$ cat src/rtl/stopwatch_ctrl.sv
// Button front end and control FSM for the three-digit BCD stopwatch: synchronize,
// debounce and edge-detect two buttons, then drive go/clear, lap freeze and display mux.
module stopwatch_ctrl #(
    parameter int unsigned DB_CYCLES = 1000000,
    parameter int unsigned DB_W      = 20
) (
    input  logic       clk,
    input  logic       clr,
    input  logic       btn_ss,
    input  logic       btn_lr,
    input  logic [3:0] d0,
    input  logic [3:0] d1,
    input  logic [3:0] d2,
    output logic       go,
    output logic       sw_clr,
    output logic       lap_act,
    output logic [3:0] disp0,
    output logic [3:0] disp1,
    output logic [3:0] disp2
);

    localparam int unsigned NBTN = 2;
    localparam int unsigned DIG_W = 4;
    localparam logic [DB_W-1:0] DB_LAST = DB_W'(DB_CYCLES - 1);

    typedef enum logic [1:0] {
        IDLE = 2'd0,
        RUN  = 2'd1,
        LAP  = 2'd2,
        STOP = 2'd3
    } state_t;

    // Bit 0 = start/stop, bit 1 = lap/reset.
    logic [NBTN-1:0] raw;
    logic [NBTN-1:0] s1;
    logic [NBTN-1:0] s2;
    logic [NBTN-1:0] stable;
    logic [NBTN-1:0] stable_d;
    logic [NBTN-1:0] press;
    logic [DB_W-1:0] cnt [NBTN];

    logic ss_ev;
    logic lr_ev;

    state_t state_q;
    state_t state_d;
    logic   clr_pulse;
    logic   capture;

    logic [3*DIG_W-1:0] lap_reg;

    assign raw = {btn_lr, btn_ss};

    // Synchronizer, debounce counter and press edge detector for both buttons.
    always_ff @(posedge clk or posedge clr) begin
        if (clr) begin
            s1       <= '0;
            s2       <= '0;
            stable   <= '0;
            stable_d <= '0;
            for (int i = 0; i < NBTN; i++) begin
                cnt[i] <= '0;
            end
        end else begin
            s1       <= raw;
            s2       <= s1;
            stable_d <= stable;
            for (int i = 0; i < NBTN; i++) begin
                if (s2[i] == stable[i]) begin
                    cnt[i] <= '0;
                end else if (cnt[i] == DB_LAST) begin
                    stable[i] <= s2[i];
                    cnt[i]    <= '0;
                end else begin
                    cnt[i] <= cnt[i] + DB_W'(1);
                end
            end
        end
    end

    assign press = stable & ~stable_d;
    assign ss_ev = press[0];
    assign lr_ev = press[1];

    // State register plus outputs decoded from the next state.
    always_ff @(posedge clk or posedge clr) begin
        if (clr) begin
            state_q <= IDLE;
            go      <= 1'b0;
            sw_clr  <= 1'b0;
            lap_act <= 1'b0;
            lap_reg <= '0;
        end else begin
            state_q <= state_d;
            go      <= (state_d == RUN) || (state_d == LAP);
            sw_clr  <= ~clr_pulse;
            lap_act <= (state_d == LAP);
            if (capture) begin
                lap_reg <= {d2, d1, d0};
            end
        end
    end

    // Next state; start/stop takes priority when both events land together.
    always_comb begin
        state_d   = state_q;
        clr_pulse = 1'b0;
        capture   = 1'b0;
        case (state_q)
            IDLE: begin
                if (ss_ev) begin
                    state_d = RUN;
                end else if (lr_ev) begin
                    clr_pulse = 1'b1;
                end
            end
            RUN: begin
                if (ss_ev) begin
                    state_d = STOP;
                end else if (lr_ev) begin
                    state_d = LAP;
                    capture = 1'b1;
                end
            end
            LAP: begin
                if (ss_ev) begin
                    state_d = STOP;
                end else if (lr_ev) begin
                    state_d = RUN;
                end
            end
            STOP: begin
                if (ss_ev) begin
                    state_d = RUN;
                end else if (lr_ev) begin
                    state_d   = IDLE;
                    clr_pulse = 1'b1;
                end
            end
            default: begin
                state_d = IDLE;
            end
        endcase
    end

    assign disp0 = lap_act ? lap_reg[DIG_W-1:0]         : d0;
    assign disp1 = lap_act ? lap_reg[2*DIG_W-1:DIG_W]   : d1;
    assign disp2 = lap_act ? lap_reg[3*DIG_W-1:2*DIG_W] : d2;

endmodule

$ cat config.mk
export PLATFORM = sky130hd
export DESIGN_NAME = stopwatch_ctrl
export DESIGN_NICKNAME = d
export VERILOG_FILES = /design/src/rtl/stopwatch_ctrl.sv
export SDC_FILE = /design/constraint.sdc
export NUM_CORES = 1
export LEC_CHECK = 0
export CAP_MARGIN = 20
export CORE_ASPECT_RATIO = 1.25
export CORE_UTILIZATION = 61
export CTS_CLUSTER_DIAMETER = 80
export DETAILED_ROUTE_END_ITERATION = 7
export GPL_TIMING_DRIVEN = 0
export PLACE_DENSITY = 0.95
export SKIP_CTS_REPAIR_TIMING = 1
export SLEW_MARGIN = 15
export SYNTH_ARGS = -nofsm -noshare
export SYNTH_HDL_FRONTEND = slang
export SYNTH_SLANG_ARGS = --single-unit
export TNS_END_PERCENT = 20
$ cat constraint.sdc
create_clock -name clk -period 4.3 [get_ports clk]
set_clock_uncertainty 0.2 [all_clocks]
set_input_delay 0.43 -clock clk [delete_from_list [all_inputs] [get_ports clk]]
set_output_delay 0.43 -clock clk [all_outputs]
set_load 0.02 [all_outputs]
==> flow_summary.toml <==
[critical_path]
required_ns = 3.67
cp-end-kind = "primary output"
start_kind = "flop"
crit_start = "lap_act$_DFF_PP0_"
critPathMaxFanout = 10
reg2reg_from = "cnt[20]$_DFF_PP0_"
crit_type = "flop to primary output"
arrival_ns = 2.13

[power_and_ir_drop]
peakVddDrop_mv = 0.3304
pwr-share-clk_pct = 46.9
p_int_w = 0.001058
power.leakage_nw = 1.544
combPwrFrac_pct = 5.6
seqPwrFrac_pct = 47.5
p_switching_w = 0.0002748
switching_share_pct = 20.62
power.density_nw_per_um2 = 355.3

[timing]
setup_slack_ns = 1.543
tightest_slew_ns = 0.7640
rsz0062_at_grt = "false"
slew_headroom_pct = 49.07
fin_crit_ns = 2.757
hold_viol_final = 0
setup_viol = 0
drv_slew = 0
fin_hold_ws_ns = 0.1495
max_freq_mhz = 362.7
fin_setup_tns_ns = 0
final.period_utilization_pct = 64.12

[die]
die_h_um = 82.10
rows = 28
io_pins = 31
core_um2 = 4835
dieArea_um2 = 5424
start_util_pct = 64.75
die_w_um = 66.08

[cts]
cts_buffers = 9
htree_levels = 3
clock_latency_ns = 0.34
clock-sinks = 65
clkTransAtPathRegs_ns = 0.07
root_buffer = "clkbuf_8"
cts_tree = "built"
cts.path.max_buffers = 2

[global_route]
grt_antenna_before_repair = 0
track_usage_pct = 26.70
grt_start_max_net_pins = 66
gr-total-overflow = 0
grt_pass1_vias = 2432
grt_pass1_wl_um = 10610

[routing]
drtAntennaViolNets = 0
dr.pass1.iters = 4
drtIter0Drc = 159
viasPerCell = 6.013
wl_per_cell_um = 16.30
totalWireLength_um = 6521
drc = 0
vias = 2405

[synthesis]
syn_nets = 317
synth_cell_types = 35
synthesis.area_um2 = 3131
ys_ff_latch = 65
synth_top_cell_by_area = "dfrtp_1"
syn_inst = 294
yosys_warnings = 0
ys_seq_area_share_pct = 51.96
yosysTopAreaCellShare_pct = 51.96
synth_area_leaders = "dfrtp_1 52%, mux2_2 9.4%, nor2_1 3.5%"
synth_area_per_cell_um2 = 10.65

[finish]
final_common_cell = "dfrtp_1"
multi_input_area_um2 = 1401
diodes = 0
seqCellArea_um2 = 1627
fillers = 289
fin_nets = 358
largest_reg_flops = 40
area_growth_syn_to_layout_pct = 19.82
post-route-util_pct = 77.59
design_area_um2 = 3751
final_cell_mix = "65 x dfrtp_1, 30 x clkdlybuf4s50_1, 29 x nor2_1, 26 x mux2_2"
layout-drive-gt1-share_pct = 17.65

[outcome]
status = "finished clean"

[placed_design]
dp_slack_ns = 1.873
port-buffer-count = 30
place.gp.congestion = 0.7669
dpl.hpwl_um = 4356
placed_area_um2 = 3508

[min_path]
hold_path_class = "flop to flop"
hold_start = "s1[0]$_DFF_PP0_"

[job]
cap_viol_max_count = 0
area by class of cell:
type	instances	share of cell area (%)
Buffer	11	1.334
Clock buffer	10	3.669
Clock inverter	6	2.802
Inverter	14	1.468
Multi-Input combinational cell	204	37.36
Sequential cell	65	43.36
Tap cell	60	2.001
Timing Repair Buffer	30	8.005
routing by layer:
metal  GRT usage, %  vias to the layer above  share of wire, %
li1               -                     1128                 -
met1          28.10                     1170                39
met2          47.14                       89                52
met3          7.143                       18               6.0
met4          16.60                        0               2.1
met5              0                        -                 0
cells by family after synthesis:
logic type,after synthesis,share of synthesized area (%)
mux,26,9.352
xor+xnor,21,5.875
simple gates,108,18.74
flops,65,51.96
buf+inv,25,3.277
fa+ha+maj,7,2.798
compound gates,42,7.994
final timing paths:
path	to	depth (start not counted)	slack (ns)
max	disp0[0]	3	1.54
min	s2[0]$_DFF_PP0_	0	0.15
max reg2reg	cnt[38]$_DFF_PP0_	6	1.84
min reg2reg	s2[0]$_DFF_PP0_	0	0.15
max in group asynchronous	cnt[25]$_DFF_PP0_	2	3.01
min in group asynchronous	s1[1]$_DFF_PP0_	2	0.39
critical path, stage by stage (launching register included):
cell	delay (ns)
dfrtp_1	0.40
buf_1	0.44
mux2_2	0.39
clkdlybuf4s50_1	0.55
power by group through the flow:
stage	clock network (W)	logic, W	registers (W)
6_report	0.000625	0.0000749	0.000633
4_1_cts	0.000628	0.0000765	0.000633
2_1_floorplan	0	0.0000416	0.000642
3_3_place_gp	0	0.0000731	0.000643
5_1_grt	0.000655	0.0000829	0.000634
3_5_place_dp	0	0.0000761	0.000644
per-stage QoR:
stage	total power, W	std cells
floorplan	0.0006835	294
global placement	0.0007161	384
detailed placement	0.0007200	384
CTS	0.001337	400
global route	0.001372	400
finish	0.001333	400
cell usage after synthesis (all sizes together):
| library cell | number |
|---|---|
| a21oi | 20 |
| a31o | 1 |
| and2 | 2 |
| and3 | 3 |
| buf | 8 |
| clkbuf | 3 |
| dfrtp | 65 |
| ha | 7 |
| inv | 14 |
| mux2 | 26 |
| nand2 | 11 |
| nand2b | 3 |
| nand3 | 20 |
| nand4 | 4 |
| nor2 | 29 |
| nor2b | 1 |
| nor3 | 5 |
| nor4 | 2 |
| o21ai | 12 |
| o31ai | 6 |
| o32a | 2 |
| o32ai | 1 |
| or2 | 1 |
| or3 | 11 |
| or4 | 15 |
| or4b | 1 |
| xnor2 | 11 |
| xor2 | 10 |
Power figures use the tool's default switching activity.
